[src/rtl/neuron_pkg.sv]
// Shared constants, FSM state encoding and sign-extension helper for the neuron accumulator.
// Latency: n/a (declarations only); backpressure: n/a.
package neuron_pkg;

  localparam int SM_W  = 10;
  localparam int MAG_W = 9;

  typedef enum logic [1:0] {
    IDLE  = 2'd0,
    ACCUM = 2'd1,
    DONE  = 2'd2
  } state_t;

  // Sign-extends a 10-bit two's-complement value; bits at or above acc_w are zeroed.
  function automatic logic [31:0] sm_sext(input logic [SM_W-1:0] value, input int acc_w);
    logic [31:0] r;
    r = {{(32-SM_W){value[SM_W-1]}}, value};
    for (int i = 0; i < 32; i++) begin
      if (i >= acc_w) r[i] = 1'b0;
    end
    return r;
  endfunction

endpackage

[src/rtl/sm_to_tc.sv]
// Converts a 10-bit sign-magnitude value to two's complement; negative zero maps to 0.
// Latency: combinational; backpressure: none.
module sm_to_tc
  import neuron_pkg::*;
(
  input  logic [SM_W-1:0] sm,
  output logic [SM_W-1:0] tc
);

  logic [MAG_W-1:0] mag;
  assign mag = sm[MAG_W-1:0];

  always_comb begin
    tc = '0;
    if (!sm[SM_W-1]) begin
      tc = {1'b0, mag};
    end else if (mag != '0) begin
      tc = {1'b1, ~mag} + SM_W'(1);
    end
  end

endmodule

[src/rtl/neuron_acc_seq.sv]
// Accumulates N_INPUTS sign-magnitude products into one neuron sum (NEURON_ACC_SATURATE_EN selects clamping).
// Latency: out_valid the cycle after the last input beat; N_INPUTS+1 cycles from start at minimum.
// Backpressure: in_ready only while accumulating; result and overflow held in DONE until out_ready.
module neuron_acc_seq
  import neuron_pkg::*;
#(
  parameter int N_INPUTS = 8,
  parameter int ACC_W    = 16
) (
  input  logic             clk,
  input  logic             rst_n,
  input  logic             start,
  output logic             busy,
  input  logic             in_valid,
  output logic             in_ready,
  input  logic [SM_W-1:0]  in_data,
  output logic             out_valid,
  input  logic             out_ready,
  output logic [ACC_W-1:0] out_data,
  output logic             overflow
);

  localparam int CNT_W = $clog2(N_INPUTS) + 1;
  localparam logic [CNT_W-1:0] LAST = CNT_W'(N_INPUTS - 1);

  state_t           state;
  logic [ACC_W-1:0] acc;
  logic [CNT_W-1:0] count;

  logic [SM_W-1:0]  tc_val;
  logic [ACC_W-1:0] ext;
  logic [ACC_W-1:0] sum;
  logic [ACC_W-1:0] nxt_acc;
  logic             add_ovf;
  logic             hs;

  sm_to_tc u_conv (
    .sm (in_data),
    .tc (tc_val)
  );

  assign ext     = ACC_W'(sm_sext(tc_val, ACC_W));
  assign sum     = acc + ext;
  assign add_ovf = (acc[ACC_W-1] == ext[ACC_W-1]) && (sum[ACC_W-1] != acc[ACC_W-1]);
  assign hs      = in_valid & in_ready;

`ifdef NEURON_ACC_SATURATE_EN
  localparam logic [ACC_W-1:0] ACC_MAX = {1'b0, {(ACC_W-1){1'b1}}};
  localparam logic [ACC_W-1:0] ACC_MIN = {1'b1, {(ACC_W-1){1'b0}}};
  // Both operands share a sign on overflow, so the accumulator sign picks the rail.
  assign nxt_acc = add_ovf ? (acc[ACC_W-1] ? ACC_MIN : ACC_MAX) : sum;
`else
  assign nxt_acc = sum;
`endif

  always_ff @(posedge clk or negedge rst_n) begin
    if (!rst_n) begin
      state     <= IDLE;
      acc       <= '0;
      count     <= '0;
      busy      <= 1'b0;
      in_ready  <= 1'b0;
      out_valid <= 1'b0;
      out_data  <= '0;
      overflow  <= 1'b0;
    end else begin
      case (state)
        IDLE: begin
          if (start) begin
            state    <= ACCUM;
            acc      <= '0;
            count    <= '0;
            overflow <= 1'b0;
            busy     <= 1'b1;
            in_ready <= 1'b1;
          end
        end
        ACCUM: begin
          if (hs) begin
            acc   <= nxt_acc;
            count <= count + CNT_W'(1);
            if (add_ovf) overflow <= 1'b1;
            if (count == LAST) begin
              state     <= DONE;
              in_ready  <= 1'b0;
              out_valid <= 1'b1;
              out_data  <= nxt_acc;
            end
          end
        end
        DONE: begin
          // A coincident start is dropped: the block only listens to start in IDLE.
          if (out_ready) begin
            state     <= IDLE;
            out_valid <= 1'b0;
            busy      <= 1'b0;
          end
        end
        default: begin
          state     <= IDLE;
          busy      <= 1'b0;
          in_ready  <= 1'b0;
          out_valid <= 1'b0;
        end
      endcase
    end
  end

endmodule

[config.mk]
export PLATFORM = sky130hd
export DESIGN_NAME = neuron_acc_seq
export DESIGN_NICKNAME = d
export VERILOG_FILES = /design/src/rtl/neuron_pkg.sv /design/src/rtl/sm_to_tc.sv /design/src/rtl/neuron_acc_seq.sv
export SDC_FILE = /design/constraint.sdc
export NUM_CORES = 1
export LEC_CHECK = 0
export ABC_CLOCK_PERIOD_IN_PS = 3000
export CORE_MARGIN = 4
export CORE_UTILIZATION = 35
export CTS_BUF_LIST = sky130_fd_sc_hd__clkbuf_8
export DETAILED_ROUTE_END_ITERATION = 8
export PLACE_DENSITY = 0.55
export SETUP_SLACK_MARGIN = 0.05
export SLEW_MARGIN = 20
export SYNTH_ARGS = -nofsm -noshare
export SYNTH_HDL_FRONTEND = slang
export SYNTH_SLANG_ARGS = --single-unit
[constraint.sdc]
create_clock -name clk -period 3 [get_ports clk]
set_clock_uncertainty 0.2 [all_clocks]
set_input_delay 0.6 -clock clk [delete_from_list [all_inputs] [get_ports clk]]
set_output_delay 0.6 -clock clk [all_outputs]
set_load 0.02 [all_outputs]
# Word level (Yosys, flattened, before mapping)
# Index checks and enable logic that the tools add are counted.
# totals
ff_bits	42
latch_bits	0
mem_bits_rw	0
romBits	0
in_bits	15
output_inout_bits	20
elab_cells	63
mem_count	0
# classes
add_sub_neg	3
mul	0
div	0
magnitude_cmp	0
eq_ne	10
n_shift	0
muxes	26
bitwise	5
reduce_logical	11
# ops
op	n
$mux W16	2
$pmux W16 S2	1
$mux W10	2
$add A16 B16 Y16	1
$reduce_and A4 Y1	4
$add A10 B1 Y10 const B	1
$ne A2 B2 Y1 const B	5
$mux W1	9
$not A9 Y9	1
$pmux W1 S3	3
$reduce_and A3 Y1	3
$reduce_bool A9 Y1	1
$mux W2	4
$mux W4	2
$pmux W4 S2	1
$pmux W2 S3	1
$add A4 B1 Y4 const B	1
$eq A4 B3 Y1 const B	1
$not A1 Y1	3
$eq A2 B1 Y1 const B	1
$eq A2 B2 Y1 const B	1
$logic_not A2 Y1	1
$pmux W1 S2	1
$reduce_bool A2 Y1	1
other kinds (4)	4

# Logic depth before layout (Yosys ltp)
# Gate-level depths: netlist of run 1.
# logic_depth
word_depth	10
ltp_mapped	18
depth_no_buf	17

# Modules after synthesis
# Synthesis of run 1 repeated with hierarchy kept, for this count alone.
# hier_totals
cells_unflattened	268
hier_area_um2	2611.3
# by_module_without_submodules
mod	instances	cells_per_inst	area_each_um2	seq_area_each_um2
neuron_acc_seq	1	225	2324.7	1051.0
sm_to_tc	1	43	286.5	0.0

# Worst setup path after synthesis of run 1
# Ideal clock, no wire load.
# synth_timing
path_kind	input port to flip-flop
from	input in_data[0]
to	register out_data[15]
setup_ps	125
t_arrival_ps	3862
required_ps	2675
slack_ps	-1187
stages	18
n_path_buf	1
cell_sequence	inv_1 ha_1 nand2_1 or3_1 nor3_1 ha_1 clkbuf_1 nand2b_1 nor2_1 a22o_1 ha_1 o21ai_0 nor3_1 o21a_1 o211ai_1 a311o_2 xnor3_1 mux2_2
# synth_between
elab_chain_len	5
elab_cells_between_ends	6
classes_between	2 x add/sub; 2 x mux; 1 x bitwise; 1 x reduce/logical
# synth_rtl
element	line_no	text
from (decl)	neuron_acc_seq.sv:16	input logic [SM_W-1:0] in_data,
$not A9 Y9	sm_to_tc.sv:18	tc = {1'b1, ~mag} + SM_W'(1);
$add A10 B1 Y10	sm_to_tc.sv:18	
$mux W10	sm_to_tc.sv:17	end else if (mag != '0) begin
$mux W10 (*)	sm_to_tc.sv:15	if (!sm[SM_W-1]) begin
$add A16 B16 Y16 (*)	neuron_acc_seq.sv:43	assign sum = acc + ext;
to (signal assigned)	neuron_acc_seq.sv:87	out_data <= nxt_acc;
to (decl)	neuron_acc_seq.sv:19	output logic [ACC_W-1:0] out_data,
# Mark *: on every way between the ends. The rest lies on a longest branch, timed or not.
# A chain may end at the register's enable or synchronous reset.

# Final worst setup path of run 1
# layout_timing
from	input in_data[1]
to	register out_data[15]
# The elaborated chain is that of the path after synthesis.

==> results of run 1 <==
==> power breakdown <==
group / switching (W) / internal (W) / total (W)
registers: 0.000197 / 0.000822 / 0.00102
clock network: 0.000206 / 0.000245 / 0.000451
logic: 0.00129 / 0.00148 / 0.00277
total: 0.00169 / 0.00255 / 0.00424
==> cell usage after synthesis (all sizes together), types with 5 or more instances <==
library cell and number:
dfrtp 42, inv 10, mux2i 5, ha 18
nand2b 5, a21o 5, xor2 7, a21oi 12
nor2b 6, nor2 20, nand2 41, o21ai 22
mux2 8, o31ai 5, clkbuf 6, a22o 15
nor3 9
==> per-layer routing <==
metal / vias to the layer above / global-route usage (%)
met4: 0 / 5.05
met5: - / 0
li1: 1217 / -
met2: 64 / 26.5
met3: 12 / 3.03
met1: 1207 / 22.4
==> stage by stage <==
step                setup TNS (ns)  instances  utilization, %  instance area, um2
floorplan                   -12.18        279               -                2730
global placement            -36.55        461            49.4                3580
detailed placement          -38.54        461            49.4                3580
CTS                         -17.78        477            54.2                3930
global route                -17.70        484            59.3                4300
finish                      -14.07        484            59.3                4300
==> layout by cell type (no fill, tap or decap), types with 8 or more instances in the layout <==
master and n:
a22o_1 14, buf_4 55, buf_6 18, clkdlybuf4s50_1 27, dfrtp_1 42, ha_4 9, inv_1 8, nand2_1 39
nor2_1 14, o21ai_0 9
==> worst max path at each step <==
stage               startpoint           end  slack (ns)  cells past startpoint
finish              in_data[1]  out_data[15]       -0.86                     18
global route        in_data[1]  out_data[15]       -1.03                     18
CTS                 in_data[1]  out_data[15]       -0.96                     20
detailed placement  in_data[0]  out_data[15]       -1.65                     18
global placement    in_data[0]  out_data[15]       -1.56                     18
floorplan           in_data[1]  out_data[15]       -0.94                     18
==> worst max-delay path: stages <==
cell,delay (ns)
buf_12,0.11
inv_12,0.04
ha_4,0.13
nand2_2,0.05
or3_4,0.35
nor3_4,0.20
ha_4,0.20
nand2b_4,0.18
buf_6,0.12
o31ai_2,0.07
ha_2,0.22
a21oi_4,0.15
nor2b_4,0.06
or3_4,0.36
o211ai_1,0.26
a311o_2,0.26
xnor3_1,0.22
mux2_4,0.27
==> registers in the layout (all words and copies together) (netlist names) <==
name,flops
acc,16
out_data,16
count,4
state,2
busy,1
in_ready,1
out_valid,1
overflow,1
==> timing repair <==
action                                  in CTS  in global routing
gates resized for setup                     57                 63
pin swaps                                   34                 45
hold endpoints to repair                     0                  0
endpoints found under the setup margin      31                 31
setup buffers                               10                  8
==> cells by family after synthesis <==
group / count (synthesis)
AND/OR/NAND/NOR: 97
XOR/XNOR: 12
flip-flops: 42
buffers and inverters: 18
AO/OA/AOI/OAI: 78
adder cells (fa/ha/maj): 19
multiplexers: 13
==> cell type report <==
type,instances,area (um2)
fill,600,2960
multi-input combinational,219,2010
sequential,42,1050
timing repair buffer,106,946
tap,99,124
clock buffer,5,68.8
inverter,10,57.6
clock inverter,3,41.3
==> impl_metrics.yaml, run 1 <==
synth:
  netlist_top_cells_area: "dfrtp_1 (40%), ha_1 (8.6%), nand2_1 (5.9%)"
  yosysTopAreaCell: "dfrtp_1"
  synth_top_area_share_pct: 40.0
  synth_simple_gate_area_share_pct: 17.1
  syn_avg_cell_area_um2: 9.41
  ys_ff_latch: 42
  synthAdderAreaFrac_pct: 9.34
  ys.flop_type: "dfrtp_1"
  synthArstFlopShare_pct: 100
  syn-num-nets: 313
  netlist_area_um2: 2630
  synth_xor_area_share_pct: 4.53
  synth_cell_type_count: 48
  synth_edf_count: 0
  synth_compound_area_share_pct: 20.8
  yosysWarnings: 0
  syn_inst: 279
  synth-seq-area-share_pct: 40.0
  synth_top_family_by_area: "compound AO/OA/AOI/OAI gates"
  synth_mux_area_share_pct: 5.48
floorplan:
  fp-row-count: 31
  chipHeight_um: 94.6
  start_util_pct: 36.2
  die_w_um: 94.6
  core_um2: 7250
  ioPinCount: 35
  dieArea_um2: 8950
setup_path:
  critPathArrivalTime_ns: 3.85
  worstSetupStartpointType: "input pin"
  path_class: "input pin to flip-flop"
  timing.rr.start: "acc[8]"
  crit_path_end_kind: "flip-flop"
  crit_fanout: 6
  crit_required_ns: 2.99
  rr_endpoint: "out_data[15]"
  rr_worst_depth: 8
  r2r_setup_slack_ns: 0.35
grt:
  grt_pass1_wl_um: 11500
  grt_overflow_total: 0
  track_usage_pct: 16.5
  antenna_found_initial: 0
  grt_max_degree: 43
  grt_pass1_vias: 2409
status:
  violations: "negative setup slack"
  outcome: "finished with violations"
timing:
  worstMarginPinSlew_ns: 0.958
  holdWs_ns: 0.250
  finalCritPeriodShare_pct: 129
  min_period_ns: 3.86
  relSlewSlack_pct: 36.1
  rsz0062_at_grt: "true"
  max_freq_mhz: 259
  slew_viol_final: 0
  hold_viol: 0
  setup_viol: 25
  setup_slack_ns: -0.859
clock_network:
  cts_hold_buf: 0
  cts_root_buffer: "clkbuf_8"
  clk_pin_slew_ns: 0.09
  htreeDepth: 2
  clock_sinks: 42
  numCtsBuffers: 5
  cts_tree: "done"
  clkLatencyLatePin_ns: 0.30
  ctsLongestPathBuffers: 2
placed_design:
  dpl_worst_slack_ns: -1.65
  portBuffers: 34
  dp_hpwl_um: 4880
  gp_congestion: 0.893
layout:
  n_antenna_cell: 0
  syn2layout_area_growth_pct: 63.7
  layout-drive-gt1-share_pct: 43.6
  nets: 418
route:
  avgRoutedWirePerCell_um: 15.4
  ant_nets: 0
  wl_met3_um: 394
  first_pass_iters: 4
  wirelength_met1_um: 3390
  vias_per_cell: 5.17
  drtIter0Drc: 80
  num_vias: 2500
  top_layer_used: "met4"
  routed_wl_um: 7460
  drcViolationCount: 0
  met2WireLength_um: 3570
pwr:
  p_leak_nw: 1.96
  finalPower_w: 0.00424
  p_per_area_nw_per_um2: 988
  vdd_ir_drop_max_mv: 0.351
min_path:
  hp-class: "input pin to asynchronous set/reset pin"
run:
  maxCapViolations: 0
No activity file was read; power rests on OpenSTA's default activity.
==> inputs of run 2 (changes only) <==
--- a/config.mk
+++ b/config.mk
@@ -12,2 +12,3 @@
 export DETAILED_ROUTE_END_ITERATION = 8
+export HOLD_SLACK_MARGIN = 0.03
 export PLACE_DENSITY = 0.55
--- a/constraint.sdc
+++ b/constraint.sdc
@@ -4,2 +4,2 @@
 set_output_delay 0.6 -clock clk [all_outputs]
-set_load 0.02 [all_outputs]
+set_load 0.01 [all_outputs]
==> results of run 2 <==
Same layout as run 1 (identical final DEF). Status: finished with violations: negative setup slack.
Among the figures that moved: total power 0.00424 W -> 0.00415 W
==> inputs of run 3 (changes only) <==
Settings changed: REMOVE_ABC_BUFFERS set to 1.
==> impl_metrics.yaml, run 3 (synthesis results as in run 1) <==
status:
  outcome: "finished with violations"
  violations: "negative setup slack"
grt:
  grt_overflow_total: 0
  track_usage_pct: 18.4
  grt_max_degree: 43
  antenna_found_initial: 0
  grt_pass1_vias: 2647
  grt_pass1_wl_um: 12900
clock_network:
  ctsLongestPathBuffers: 2
  htreeDepth: 2
  clock_sinks: 42
  cts_hold_buf: 0
  clkLatencyLatePin_ns: 0.30
  cts_tree: "done"
  clk_pin_slew_ns: 0.09
  cts_root_buffer: "clkbuf_8"
  numCtsBuffers: 5
timing:
  max_freq_mhz: 271
  finalCritPeriodShare_pct: 123
  worstMarginPinSlew_ns: 0.574
  setup_viol: 23
  min_period_ns: 3.69
  holdWs_ns: 0.0824
  slew_viol_final: 0
  hold_viol: 0
  setup_slack_ns: -0.695
  rsz0062_at_grt: "true"
  relSlewSlack_pct: 61.6
pwr:
  vdd_ir_drop_max_mv: 0.342
  p_leak_nw: 2.02
  p_per_area_nw_per_um2: 939
setup_path:
  path_class: "input pin to flip-flop"
  rr_worst_depth: 8
  crit_fanout: 5
  critPathArrivalTime_ns: 3.69
  worstSetupStartpointType: "input pin"
  crit_path_end_kind: "flip-flop"
  timing.rr.start: "acc[8]"
  rr_endpoint: "out_data[15]"
  crit_required_ns: 2.99
  r2r_setup_slack_ns: 0.44
floorplan:
  ioPinCount: 35
  start_util_pct: 36.2
  chipHeight_um: 94.6
  fp-row-count: 31
  die_w_um: 94.6
  core_um2: 7250
  dieArea_um2: 8950
route:
  routed_wl_um: 8060
  num_vias: 2542
  first_pass_iters: 4
  ant_nets: 0
  drtIter0Drc: 77
  avgRoutedWirePerCell_um: 16.0
  vias_per_cell: 5.06
  drcViolationCount: 0
placed_design:
  dpl.cell_count: 467
  gp_congestion: 0.868
  portBuffers: 34
  dpl_worst_slack_ns: -1.66
  dp_hpwl_um: 5090
layout:
  fillCellCount: 618
  fin_cells: 502
  layout_commonest_cell: "buf_4"
  register_area_um2: 1050
  nets: 436
  largest_registers: "acc: 16 flops, out_data: 16 flops, count: 4 flops"
  syn2layout_area_growth_pct: 65.5
  layout-drive-gt1-share_pct: 45.7
  layout_common_cells: "buf_4 (76), dfrtp_1 (42), nand2_1 (38)"
  n_antenna_cell: 0
  multi_input_area_um2: 1950
run:
  maxCapViolations: 0
min_path:
  hp-class: "input pin to asynchronous set/reset pin"
-- run 3: cell types whose count changed in the layout (fill, tap and decap cells not counted), sizes merged --
cell,before,now
buf,75,95
bufinv,1,0
clkbuf,7,6
clkdlybuf4s50,27,24
clkinv,0,1
clkinvlp,1,0
dlygate4sd2,0,2
dlymetal6s2s,2,3
-- run 3: final cells by class --
class                           count  area share (%)
Clock inverter                      2           0.202
Inverter                           10            1.04
Clock buffer                        6            1.90
Tap cell                           99            2.85
Multi-Input combinational cell    219            44.9
Timing Repair Buffer              124            24.9
Sequential cell                    42            24.2
-- run 3: how the worst max path moves through the flow --
stage | startpoint | end | slack (ns) | cells past startpoint
after global placement | in_data[1] | out_data[14] | -1.57 | 19
after CTS | in_data[1] | out_data[15] | -0.90 | 19
after detailed placement | in_data[1] | out_data[14] | -1.66 | 19
after global routing | in_data[0] | out_data[15] | -0.85 | 19
after floorplan | in_data[0] | out_data[15] | -1.09 | 17
final | in_data[0] | out_data[15] | -0.69 | 19
-- run 3: per-stage QoR --
step / power (W) / util (%) / cell area [um2] / setup TNS, ns
6_report: 0.00408 / 59.9 / 4340 / -12.82
5_1_grt: 0.00438 / 59.9 / 4340 / -15.53
3_3_place_gp: 0.00304 / 48.8 / 3540 / -36.85
2_1_floorplan: 0.00214 / - / 2590 / -17.75
3_5_place_dp: 0.00307 / 48.8 / 3540 / -39.67
4_1_cts: 0.00372 / 55.0 / 3990 / -16.53
-- run 3: critical path, cell delays in order --
cell      delay [ns]
buf_8           0.10
inv_6           0.05
ha_4            0.13
nand2_2         0.05
or3_4           0.34
nor3_4          0.16
ha_4            0.19
buf_6           0.11
buf_4           0.10
a21oi_1         0.06
ha_2            0.19
buf_6           0.12
a211oi_2        0.20
o21ai_2         0.11
o21a_1          0.20
o211ai_1        0.24
a311o_2         0.25
xnor3_1         0.21
mux2_4          0.26
-- run 3: layer usage --
metal	wire length [um]	vias to the layer above	track usage, %
met4	134	0	5.05
met5	0	-	0
li1	-	1248	-
met2	4150	42	31.6
met1	3550	1239	23.9
met3	223	13	2.95
-- run 3: what timing repair did --
| action | 4_1_cts | 5_1_grt |
|---|---|---|
| pin swaps | 30 | 29 |
| setup buffers | 19 | 12 |
| resized for setup | 80 | 52 |
| setup endpoints to repair | 31 | 31 |
-- run 3: power by group --
group | switching, W | internal (W)
clock | 0.000210 | 0.000183
sequential | 0.000212 | 0.000822
combinational | 0.00116 | 0.00149
total | 0.00159 | 0.00250
